[config.mk]
export PLATFORM = sky130hd
export DESIGN_NAME = spi_dds_ctrl
export DESIGN_NICKNAME = d
export VERILOG_FILES = /design/src/rtl/spi_dds_ctrl.sv
export SDC_FILE = /design/constraint.sdc
export NUM_CORES = 1
export LEC_CHECK = 0
export CAP_MARGIN = 20
export CORE_MARGIN = 2
export CORE_UTILIZATION = 45
export CTS_CLUSTER_SIZE = 8
export DETAILED_ROUTE_END_ITERATION = 12
export PLACE_DENSITY = 0.67
export SETUP_SLACK_MARGIN = 0.05
export SLEW_MARGIN = 15
export SYNTH_ARGS = -nofsm -noshare
export SYNTH_HDL_FRONTEND = slang
export SYNTH_SLANG_ARGS = --single-unit
[constraint.sdc]
create_clock -name clk -period 6.3 [get_ports clk]
set_clock_uncertainty 0.2 [all_clocks]
set_input_delay 1.26 -clock clk [delete_from_list [all_inputs] [get_ports clk]]
set_output_delay 1.26 -clock clk [all_outputs]
set_load 0.02 [all_outputs]
[src/rtl/spi_dds_ctrl.sv]
// SPI slave (mode 0, MSB first) that writes the DDS phase increment and the LED register,
// and reads the phase increment back on MISO. All logic runs in the clk domain.
module spi_dds_ctrl #(
  parameter int                CMD_W       = 8,
  parameter int                DATA_W      = 48,
  parameter logic [DATA_W-1:0] DEFAULT_INC = 48'h218DEF41
) (
  input  logic              clk,
  input  logic              RESET,
  input  logic              SCK,
  input  logic              MOSI,
  input  logic              SSEL,
  output logic              MISO,
  output logic [DATA_W-1:0] dds_data,
  output logic              dds_we,
  output logic [7:0]        led,
  output logic              frame_err
);

  localparam int               FRAME_W    = CMD_W + DATA_W;
  localparam logic [6:0]       FRAME_BITS = 7'(FRAME_W);
  localparam logic [6:0]       FRAME_LAST = 7'(FRAME_W - 1);
  localparam logic [6:0]       CMD_LAST   = 7'(CMD_W - 1);
  localparam logic [CMD_W-1:0] CMD_WR_INC = CMD_W'(1);
  localparam logic [CMD_W-1:0] CMD_RD_INC = CMD_W'(2);
  localparam logic [CMD_W-1:0] CMD_WR_LED = CMD_W'(3);

  typedef enum logic [1:0] {IDLE, CMD, DATA, WAIT_END} state_t;

  state_t              r_state, w_next;
  logic [2:0]          r_sck_sync, r_ssel_sync;
  logic [1:0]          r_mosi_sync;
  logic [1:0]          r_fill;
  logic                r_armed;
  logic [6:0]          r_cnt;
  logic [FRAME_W-1:0]  r_rx;
  logic [CMD_W-1:0]    r_cmd;
  logic [DATA_W-1:0]   r_tx;
  logic                r_tx_pend, r_miso_en;
  logic [DATA_W-1:0]   r_dds_data;
  logic                r_dds_we, r_frame_err;
  logic [7:0]          r_led;

  logic                w_sck_rise, w_sck_fall, w_ssel_rise, w_ssel_fall, w_mosi;
  logic                w_start, w_end, w_frame_ok;
  logic [CMD_W-1:0]    w_frame_cmd;
  logic [DATA_W-1:0]   w_frame_data;

  assign w_sck_rise   =  r_sck_sync[1]  & ~r_sck_sync[2];
  assign w_sck_fall   = ~r_sck_sync[1]  &  r_sck_sync[2];
  assign w_ssel_rise  =  r_ssel_sync[1] & ~r_ssel_sync[2];
  assign w_ssel_fall  = ~r_ssel_sync[1] &  r_ssel_sync[2];
  assign w_mosi       =  r_mosi_sync[1];
  // The synchronizer resets to SSEL=1, so a chip select already low at reset release
  // would look like a fresh falling edge; r_armed blocks that until SSEL is seen high.
  assign w_start      = w_ssel_fall & r_armed & (r_state == IDLE);
  assign w_end        = w_ssel_rise & (r_state != IDLE);
  assign w_frame_ok   = (r_cnt == FRAME_BITS);
  assign w_frame_cmd  = r_rx[FRAME_W-1 -: CMD_W];
  assign w_frame_data = r_rx[DATA_W-1:0];

  assign MISO      = r_miso_en & r_tx[DATA_W-1];
  assign dds_data  = r_dds_data;
  assign dds_we    = r_dds_we;
  assign led       = r_led;
  assign frame_err = r_frame_err;

  always_ff @(posedge clk or posedge RESET) begin
    if (RESET) r_state <= IDLE;
    else       r_state <= w_next;
  end

  always_comb begin
    w_next = r_state;
    case (r_state)
      IDLE:     if (w_start) w_next = CMD;
      CMD:      if (w_sck_rise && r_cnt == CMD_LAST) w_next = DATA;
      DATA:     if (w_sck_rise && r_cnt == FRAME_LAST) w_next = WAIT_END;
      default:  w_next = r_state;
    endcase
    if (w_ssel_rise) w_next = IDLE;
  end

  always_ff @(posedge clk or posedge RESET) begin
    if (RESET) begin
      r_sck_sync  <= 3'b000;
      r_ssel_sync <= 3'b111;
      r_mosi_sync <= 2'b00;
      r_fill      <= '0;
      r_armed     <= 1'b0;
      r_cnt       <= '0;
      r_rx        <= '0;
      r_cmd       <= '0;
      r_tx        <= '0;
      r_tx_pend   <= 1'b0;
      r_miso_en   <= 1'b0;
      r_dds_data  <= DEFAULT_INC;
      r_dds_we    <= 1'b0;
      r_led       <= 8'h01;
      r_frame_err <= 1'b0;
    end else begin
      r_sck_sync  <= {r_sck_sync[1:0], SCK};
      r_ssel_sync <= {r_ssel_sync[1:0], SSEL};
      r_mosi_sync <= {r_mosi_sync[0], MOSI};
      r_dds_we    <= 1'b0;
      r_frame_err <= 1'b0;
      if (r_fill != 2'd3) r_fill <= r_fill + 2'd1;
      if (r_fill == 2'd3 && r_ssel_sync[1]) r_armed <= 1'b1;

      if (w_start) begin
        r_cnt     <= '0;
        r_rx      <= '0;
        r_cmd     <= '0;
        r_tx      <= '0;
        r_tx_pend <= 1'b0;
        r_miso_en <= 1'b0;
      end else if (r_state != IDLE && w_sck_rise) begin
        if (r_cnt != 7'd127) r_cnt <= r_cnt + 7'd1;
        r_rx <= {r_rx[FRAME_W-2:0], w_mosi};
        if (r_state == CMD && r_cnt == CMD_LAST) begin
          r_cmd     <= {r_rx[CMD_W-2:0], w_mosi};
          r_tx_pend <= 1'b1;
        end
      end

      // First falling edge of the data phase snapshots dds_data; later edges shift it out.
      if ((r_state == DATA || r_state == WAIT_END) && w_sck_fall && r_cmd == CMD_RD_INC) begin
        if (r_tx_pend) begin
          r_tx      <= r_dds_data;
          r_tx_pend <= 1'b0;
          r_miso_en <= 1'b1;
        end else begin
          r_tx <= {r_tx[DATA_W-2:0], 1'b0};
        end
      end

      if (w_end) begin
        r_miso_en <= 1'b0;
        r_tx_pend <= 1'b0;
        if (w_frame_ok && w_frame_cmd == CMD_WR_INC) begin
          r_dds_data <= w_frame_data;
          r_dds_we   <= 1'b1;
        end else if (w_frame_ok && w_frame_cmd == CMD_WR_LED) begin
          r_led <= w_frame_data[7:0];
        end else if (!(w_frame_ok && w_frame_cmd == CMD_RD_INC)) begin
          r_frame_err <= 1'b1;
        end
      end
    end
  end

endmodule

---- After elaboration in Yosys (flattened, before gate mapping) ----
Index checks and enable logic that the tools add are counted.
W data, S select, Z words.
word-level totals
  register bits ........................... 192
  input bits .............................. 5
  output and inout port bits .............. 59
  word-level logic and storage cells ...... 102
operators by class
  add/subtract/negate cells ............... 2
  equal/unequal tests ..................... 16
  mux-type cells .......................... 32
  bitwise gates (word level) .............. 13
  reduce and logical (&&, ||, !) cells .... 23
operators by type and width
  operator               number
  $mux W48               3
  $mux W56               2
  $eq A8 B2 Y1 const B   3
  $mux W8                3
  $mux W7                3
  $mux W1                16
  $eq A7 B6 Y1 const B   2
  $logic_and A1 B1 Y1    10
  $reduce_bool A2 Y1     5
  $ne A3 B3 Y1 const B   3
  $and A1 B1 Y1          8
  $eq A8 B1 Y1 const B   1
  $mux W2                4
  $add A7 B1 Y7 const B  1
  $eq A7 B3 Y1 const B   1
  $ne A7 B7 Y1 const B   1
  $eq A2 B2 Y1 const B   3
  $pmux W2 S3            1
  $reduce_and A2 Y1      3
  $not A1 Y1             5
  $reduce_and A4 Y1      1
  $reduce_bool A4 Y1     1
  $reduce_and A3 Y1      1
  $add A2 B1 Y2 const B  1
  4 further kinds        4

---- Depth between registers and ports, before layout ----
Gate-level depths: netlist of the first run.
  word-level depth ........................ 8
  mapped depth ............................ 8
  mapped depth without buffers ............ 6

---- Least setup slack after synthesis of the first run ----
OpenSTA, ideal clock, no wires.
  path kind ............................... register to register
  from .................................... reg r_state[0]
  to ...................................... reg r_dds_data[1] (netlist: dds_data[1])
  arrival ................................. 1.956 ns
  slack ................................... 4.017 ns
  stages on the path, launching flop included .. 9
  period minus slack after synthesis ...... 2.283 ns
  path through ............................ dfrtp_1 > inv_1 > ha_1 > nor3b_2 > and2_1 > nor3b_2 > buf_4 > buf_8 > mux2_1
on the way
  longest elaborated chain between the ends .. 3
ends and longest elaborated chain
  element                             RTL line  text
  from (decl)                         30        state_t r_state, w_next;
  from (signal assigned)              70        else r_state <= w_next;
  $reduce_bool A2 Y1                  57        assign w_end = w_ssel_rise & (r_state != IDLE);
  $and A1 B1 Y1                       57
  $reduce_and A2 Y1 (no source line)  --
  to (signal assigned)                141       r_dds_data <= w_frame_data;
  to (decl)                           40        logic [DATA_W-1:0] r_dds_data;
Every way passes these cells.
A chain may end at the register's enable or synchronous reset.

---- Worst setup path in the final report of the first run ----
  from .................................... reg r_state[0]
  to ...................................... reg r_tx_pend
on the way
  longest elaborated chain between the ends .. 8
ends and longest elaborated chain
  element               RTL line  text
  $eq A2 B1 Y1          120       if (r_state == CMD && r_cnt == CMD_LAST) begin
  $logic_and A1 B1 Y1   120
  $mux W1               120
  $mux W1               117       end else if (r_state != IDLE && w_sck_rise) begin
  $mux W1               110       if (w_start) begin
  $mux W1               128       if (r_tx_pend) begin
  $mux W1               127       if ((r_state == DATA || r_state == WAIT_END) && w_sck_fall && r_cmd == CMD_RD_INC) begin
  $mux W1 *             137       if (w_end) begin
  to (signal assigned)  115       r_tx_pend <= 1'b0;
  to (signal assigned)  130       r_tx_pend <= 1'b0;
  to (signal assigned)  139       r_tx_pend <= 1'b0;
  to (decl)             39        logic r_tx_pend, r_miso_en;
Every way passes the cells marked *; elsewhere a longest branch is shown, timed or not.

==> results of run 1 <==
-- kinds of logic after synthesis --
family / after synthesis / share of synthesized area, %
AOI/OAI and AO/OA: 120 / 10.2
xor gates and xnor gates: 2 / 0.223
adders and majority gates: 8 / 1.27
buffers and inverters: 53 / 2.96
DFF: 192 / 61.5
muxes: 113 / 15.7
and+or+nand+nor: 121 / 8.10
-- cells in the mapped netlist (3+ instances only) --
| library cell | instances |
|---|---|
| dfrtp_1 | 173 |
| mux2i_1 | 56 |
| o21ai_0 | 56 |
| nand3_1 | 54 |
| a22o_1 | 47 |
| mux2_2 | 40 |
| clkbuf_1 | 26 |
| nand2_1 | 25 |
| dfstp_2 | 19 |
| nor2_1 | 14 |
| inv_1 | 11 |
| mux2_1 | 9 |
| a21oi_1 | 8 |
| ha_1 | 8 |
| mux2_4 | 8 |
| buf_1 | 7 |
| buf_4 | 5 |
| nand4_1 | 5 |
| nand2b_1 | 4 |
| buf_2 | 3 |
-- worst max path at each step --
stage,startpoint,to,slack (ps),cells after the start
2_1_floorplan,RESET,dds_data[12]$_DFFE_PP0P_,2380,1
3_3_place_gp,RESET,r_tx_pend$_DFF_PP0_,3380,3
3_5_place_dp,r_state[0]$_DFFE_PP0P_,r_tx_pend$_DFF_PP0_,3290,7
4_1_cts,dds_data[11]$_DFFE_PP1P_,dds_data[11],3210,1
5_1_grt,r_state[0]$_DFFE_PP0P_,r_tx_pend$_DFF_PP0_,2970,7
6_report,r_state[0]$_DFFE_PP0P_,r_tx_pend$_DFF_PP0_,3210,7
-- power breakdown --
part	internal [W]	total (W)	leakage, nW	switching, W
logic	0.0000549	0.000196	1.19	0.000141
registers	0.00125	0.00128	2.58	0.0000246
clock network	0.000598	0.00106	0.277	0.000461
-- sequential cells by signal (all words and copies together) (netlist names), 2 cells and up --
name / count
r_sck_sync: 3
r_cnt: 7
dds_data: 48
led: 8
r_mosi_sync: 2
r_cmd: 8
r_rx: 56
r_tx: 48
r_state: 2
r_ssel_sync: 3
r_fill: 2
-- cell type report --
type | instances | area (sq um)
inverter | 11 | 45.0
fill | 1464 | 7900
sequential | 192 | 4830
timing repair buffer | 71 | 716
clock inverter | 12 | 136
multi-input combinational | 364 | 2830
tap | 225 | 282
clock buffer | 20 | 447
-- stage by stage --
stage,utilization (%),total power [W],setup WS (ps)
floorplan,-,0.00143,2380
global placement,50.5,0.00148,3380
detailed placement,50.5,0.00149,3290
CTS,53.9,0.00256,3210
global route,54.0,0.00264,2970
finish,54.0,0.00253,3210
-- per-layer routing --
metal | vias to the layer above | part of all wire [%] | GRT usage (%)
met5 | - | 0 | 0
met4 | 0 | 1.4 | 6.08
met3 | 14 | 3.1 | 3.84
met2 | 82 | 49 | 28.8
met1 | 2517 | 47 | 24.2
li1 | 2288 | - | -
==> results by group, run 1 <==
Outcome
  • Status: finished, final reports clean

STA
  • Max Slew Vio Count: 0
  • Hold WS: 148 ps
  • Final Critical Period: 3090 ps
  • Final Cycle Share: 49.1%
  • Relative slew slack: 31.2%
  • Final Setup Violations: 0
  • Fmax: 323 MHz
  • Hold Vio Cnt, Final: 0
  • Actual slew at the worst max-slew pin: 1030 ps
  • RSZ-0062 raised after global routing: false
  • Setup TNS: 0 ps

Synthesis
  • Yosys top cell area share: 55.1%
  • Post-Synthesis Cells: 609
  • Synth Flop Type: dfrtp_1
  • Yosys cell types: 45
  • Synthesized area: 0.00785 sq mm
  • Seq/Total Area, Yosys: 61.5%
  • Post-synth EDFFs: 0
  • Syn avg cell area: 12.9 sq um
  • Flops & latches, synth: 192
  • Synth Warn #: 0
  • Synth area leader: dfrtp_1
  • Synth top area cells: dfrtp_1, mux2i_1, dfstp_2
  • Syn nets: 622
  • Post-synth ARST share: 100%

Detailed routing
  • Routed WL: 15,400 microns
  • DR WL/cell: 17.2 microns
  • Via count: 4,901
  • First DRT Iteration DRCs: 317
  • Antenna viol nets, final: 0
  • Vias per Instance: 5.48
  • # DRC: 0
  • DRT Pass-1 Iters: 5

Worst setup path
  • Crit start category: flop
  • CP delay by family, top: simple AND/OR/NAND/NOR gates
  • Reg2Reg Launch Point: r_state[0]$_DFFE_PP0P_
  • R2r endpoint: r_tx_pend$_DFF_PP0_
  • Critical Path AT: 3210 ps
  • Slowest stage delay, CP: 600 ps
  • R2R depth: 7
  • Critical-path top delay cell: nand4_1
  • Worst Setup Path Type: flop to flop
  • Setup crit end kind: flop
  • Reg2reg setup slack: 3210 ps
  • Crit path cell chain: inv_1 -> ha_1 -> nor3b_2 -> buf_4 -> nand4_1 -> nand2b_1 -> a211oi_1
  • Crit Path Max Fanout: 57
  • Critical path buffers and inverters: 2
  • Worst Path Required: 6420 ps

Die
  • Io pins: 64
  • Rows: 48
  • Die extent in y: 136 microns
  • Die Outline Area: 0.0185 sq mm
  • Die width: 136 microns
  • Core area: 0.0172 sq mm
  • Initial core utilization: 45.7%

Clocking
  • Clock transition at path regs: 60 ps
  • Post-CTS setup buffer count: 0
  • CTS tree: built
  • Inserted Clock Buffers: 17
  • Clk buf depth: 2
  • Clock Tree Root: clkbuf_16
  • CTS sink cnt: 192
  • Cts hold-fix bufs: 0
  • PostCTS Resize Cnt: 0
  • H-tree depth: 4
  • Clk_lat worst skew: 430 ps

Global route
  • Grt total ovfl: 0
  • Vias in the first global route: 5,031
  • Initial antenna violation count: 0
  • Pin count of the biggest net entering global routing: 193
  • Global-route wire length before repair: 26,000 microns
  • GR Util All Layers: 17.9%

Cells and area
  • Non-Filler Instances: 895
  • Antenna fix cells: 0
  • Layout cells sized above 1: 17.2%
  • Nets@finish: 670
  • Cell area after layout: 0.00928 sq mm
  • Commonest non-fill, non-tap cell in the layout: dfrtp_1
  • Commonest cells after routing, fill and taps aside: dfrtp_1, clkdlybuf4s50_1, mux2i_1, o21ai_0, nand3_1
  • Area Overhead vs Synth: 18.2%

Worst hold path
  • Hold_sp: r_sck_sync[0]$_DFF_PP0_
  • HP Class: flop to flop
  • Hold Path Stages: 0
  • WHS Endpoint: r_sck_sync[1]$_DFF_PP0_

Flow run
  • MaxCap Viol Count: 0

Power
  • Pleak: 4.05 nW
  • Pwr dens: 273 mW/mm^2
  • Max VDD drop: 0.203 mV

Placed design
  • RD Place Congestion: 0.761
  • PortBufs: 63
  • Post-DP HPWL: 9210 microns
  • Placed Area: 0.00868 sq mm
  • Placed Cells incl. Taps: 862
(Power assumes the default switching activity.)
==> run 2, diff against run 1 <==
Settings changed: PLACE_DENSITY 0.67 to default.
Clock period 6.3 ns to 2.9 ns, I/O delays scaled along.
==> results by group, run 2 (synthesized netlist as in run 1, its figures left out) <==
Clocking
  • CTS sink cnt: 192
  • Inserted Clock Buffers: 17
  • Cts hold-fix bufs: 0
  • Post-CTS setup buffer count: 0
  • CTS tree: built
  • Clk buf depth: 2
  • Clk_lat worst skew: 430 ps
  • PostCTS Resize Cnt: 0
  • H-tree depth: 4
  • Clock transition at path regs: 70 ps
  • Clock Tree Root: clkbuf_16

Worst setup path
  • Critical-path top delay cell: or3b_1
  • R2R depth: 6
  • Worst Path Required: 3010 ps
  • Crit path cell chain: inv_1 -> ha_1 -> nor3b_2 -> and2_1 -> or3b_1 -> mux2_4
  • Reg2Reg Launch Point: r_state[0]$_DFFE_PP0P_
  • Setup crit end kind: flop
  • Reg2reg setup slack: 300 ps
  • Slowest stage delay, CP: 610 ps
  • Crit start category: flop
  • Critical Path End: led[3]$_DFFE_PP0P_
  • Worst Setup Path Type: flop to flop
  • Critical Path AT: 2720 ps
  • Crit Path Max Fanout: 8
  • Crit path launch: r_state[0]$_DFFE_PP0P_
  • R2r endpoint: led[3]$_DFFE_PP0P_

STA
  • Final Cycle Share: 89.7%
  • Max Slew Vio Count: 0
  • RSZ-0062 raised after global routing: false
  • Final Setup Violations: 0
  • Setup TNS: 0 ps
  • Fmax: 384 MHz
  • Hold Vio Cnt, Final: 0
  • Actual slew at the worst max-slew pin: 910 ps
  • Relative slew slack: 39.3%
  • Final Critical Period: 2600 ps
  • Final setup margin: 298 ps

Global route
  • Grt total ovfl: 0
  • Pin count of the biggest net entering global routing: 99
  • Vias in the first global route: 5,008
  • GR Util All Layers: 18.4%
  • Global-route wire length before repair: 26,600 microns
  • Initial antenna violation count: 0

Die
  • Io pins: 64
  • Die width: 136 microns
  • Rows: 48
  • Die Outline Area: 0.0185 sq mm
  • Core area: 0.0172 sq mm
  • Initial core utilization: 45.7%
  • Die extent in y: 136 microns

Detailed routing
  • DRT Pass-1 Iters: 4
  • DR WL/cell: 17.7 microns
  • Via count: 4,982
  • # DRC: 0
  • First DRT Iteration DRCs: 302
  • Antenna viol nets, final: 0
  • Routed WL: 15,900 microns
  • Vias per Instance: 5.54

Cells and area
  • Area Overhead vs Synth: 19.8%
  • Cell area after layout: 0.00941 sq mm
  • Multi-input gate area: 0.00283 sq mm
  • Max FFs per register: 56
  • Antenna fix cells: 0
  • Commonest non-fill, non-tap cell in the layout: dfrtp_1
  • Commonest cells after routing, fill and taps aside: dfrtp_1, clkdlybuf4s50_1, mux2i_1, o21ai_0, nand3_1
  • Layout cells sized above 1: 17.6%
  • Filler Cells Inserted: 1,464
  • Non-Filler Instances: 900
  • Nets@finish: 675
  • Register area: 0.00483 sq mm
  • Register with the most flip-flops: r_rx

Flow run
  • MaxCap Viol Count: 0

Worst hold path
  • HP Class: flop to flop

Power
  • Pleak: 4.11 nW
  • Pwr dens: 601 mW/mm^2
  • Max VDD drop: 0.432 mV

Placed design
  • Pre-CTS setup slack: 292 ps
  • Placed Cells incl. Taps: 868
  • Placed Area: 0.00879 sq mm
  • RD Place Congestion: 0.752
  • Post-DP HPWL: 9500 microns
  • PortBufs: 63

Outcome
  • Status: finished, final reports clean
[run 2: worst max-delay path, delay by kind of cell, from the launching register on]
kind	cells	cell delay [ps]
flops	1	420
buf+inv	1	80
simple gates	3	1110
mux	1	390
fa+ha+maj	1	270
[run 2: final cells by class]
class                      instances  area share [%]
tap                              225            2.99
clock inverter                     8            1.36
sequential                       192            51.4
multi-input combinational        364            30.1
timing repair buffer              76            8.54
clock buffer                      24            5.23
inverter                          11           0.479
[run 2: routing by layer]
layer	track usage [%]	wire [microns]
met1	26.3	7760
met2	27.8	7410
met3	3.58	533
met4	7.23	212
met5	0	0
[run 2: stage by stage]
stage / power (W) / hold slack [ps] / utilization, %
2_1_floorplan: 0.00311 / 131 / -
3_3_place_gp: 0.00325 / 133 / 51.2
3_5_place_dp: 0.00327 / 137 / 51.2
4_1_cts: 0.00571 / 152 / 54.8
5_1_grt: 0.00589 / 166 / 54.8
6_report: 0.00566 / 150 / 54.8
[run 2: worst min path at each step]
stage / cells after the start / slack, ps / start / to
6_report: 0 / 150 / r_sck_sync[0]$_DFF_PP0_ / r_sck_sync[1]$_DFF_PP0_
5_1_grt: 0 / 170 / r_ssel_sync[0]$_DFF_PP1_ / r_ssel_sync[1]$_DFF_PP1_
4_1_cts: 0 / 150 / r_sck_sync[0]$_DFF_PP0_ / r_sck_sync[1]$_DFF_PP0_
3_5_place_dp: 0 / 140 / r_sck_sync[0]$_DFF_PP0_ / r_sck_sync[1]$_DFF_PP0_
3_3_place_gp: 0 / 130 / r_sck_sync[0]$_DFF_PP0_ / r_sck_sync[1]$_DFF_PP0_
2_1_floorplan: 0 / 130 / r_mosi_sync[0]$_DFF_PP0_ / r_mosi_sync[1]$_DFF_PP0_
[run 2: power breakdown]
group / switching, W / internal [W]
Combinational: 0.000310 / 0.000129
Clock: 0.000986 / 0.00145
Sequential: 0.0000543 / 0.00272
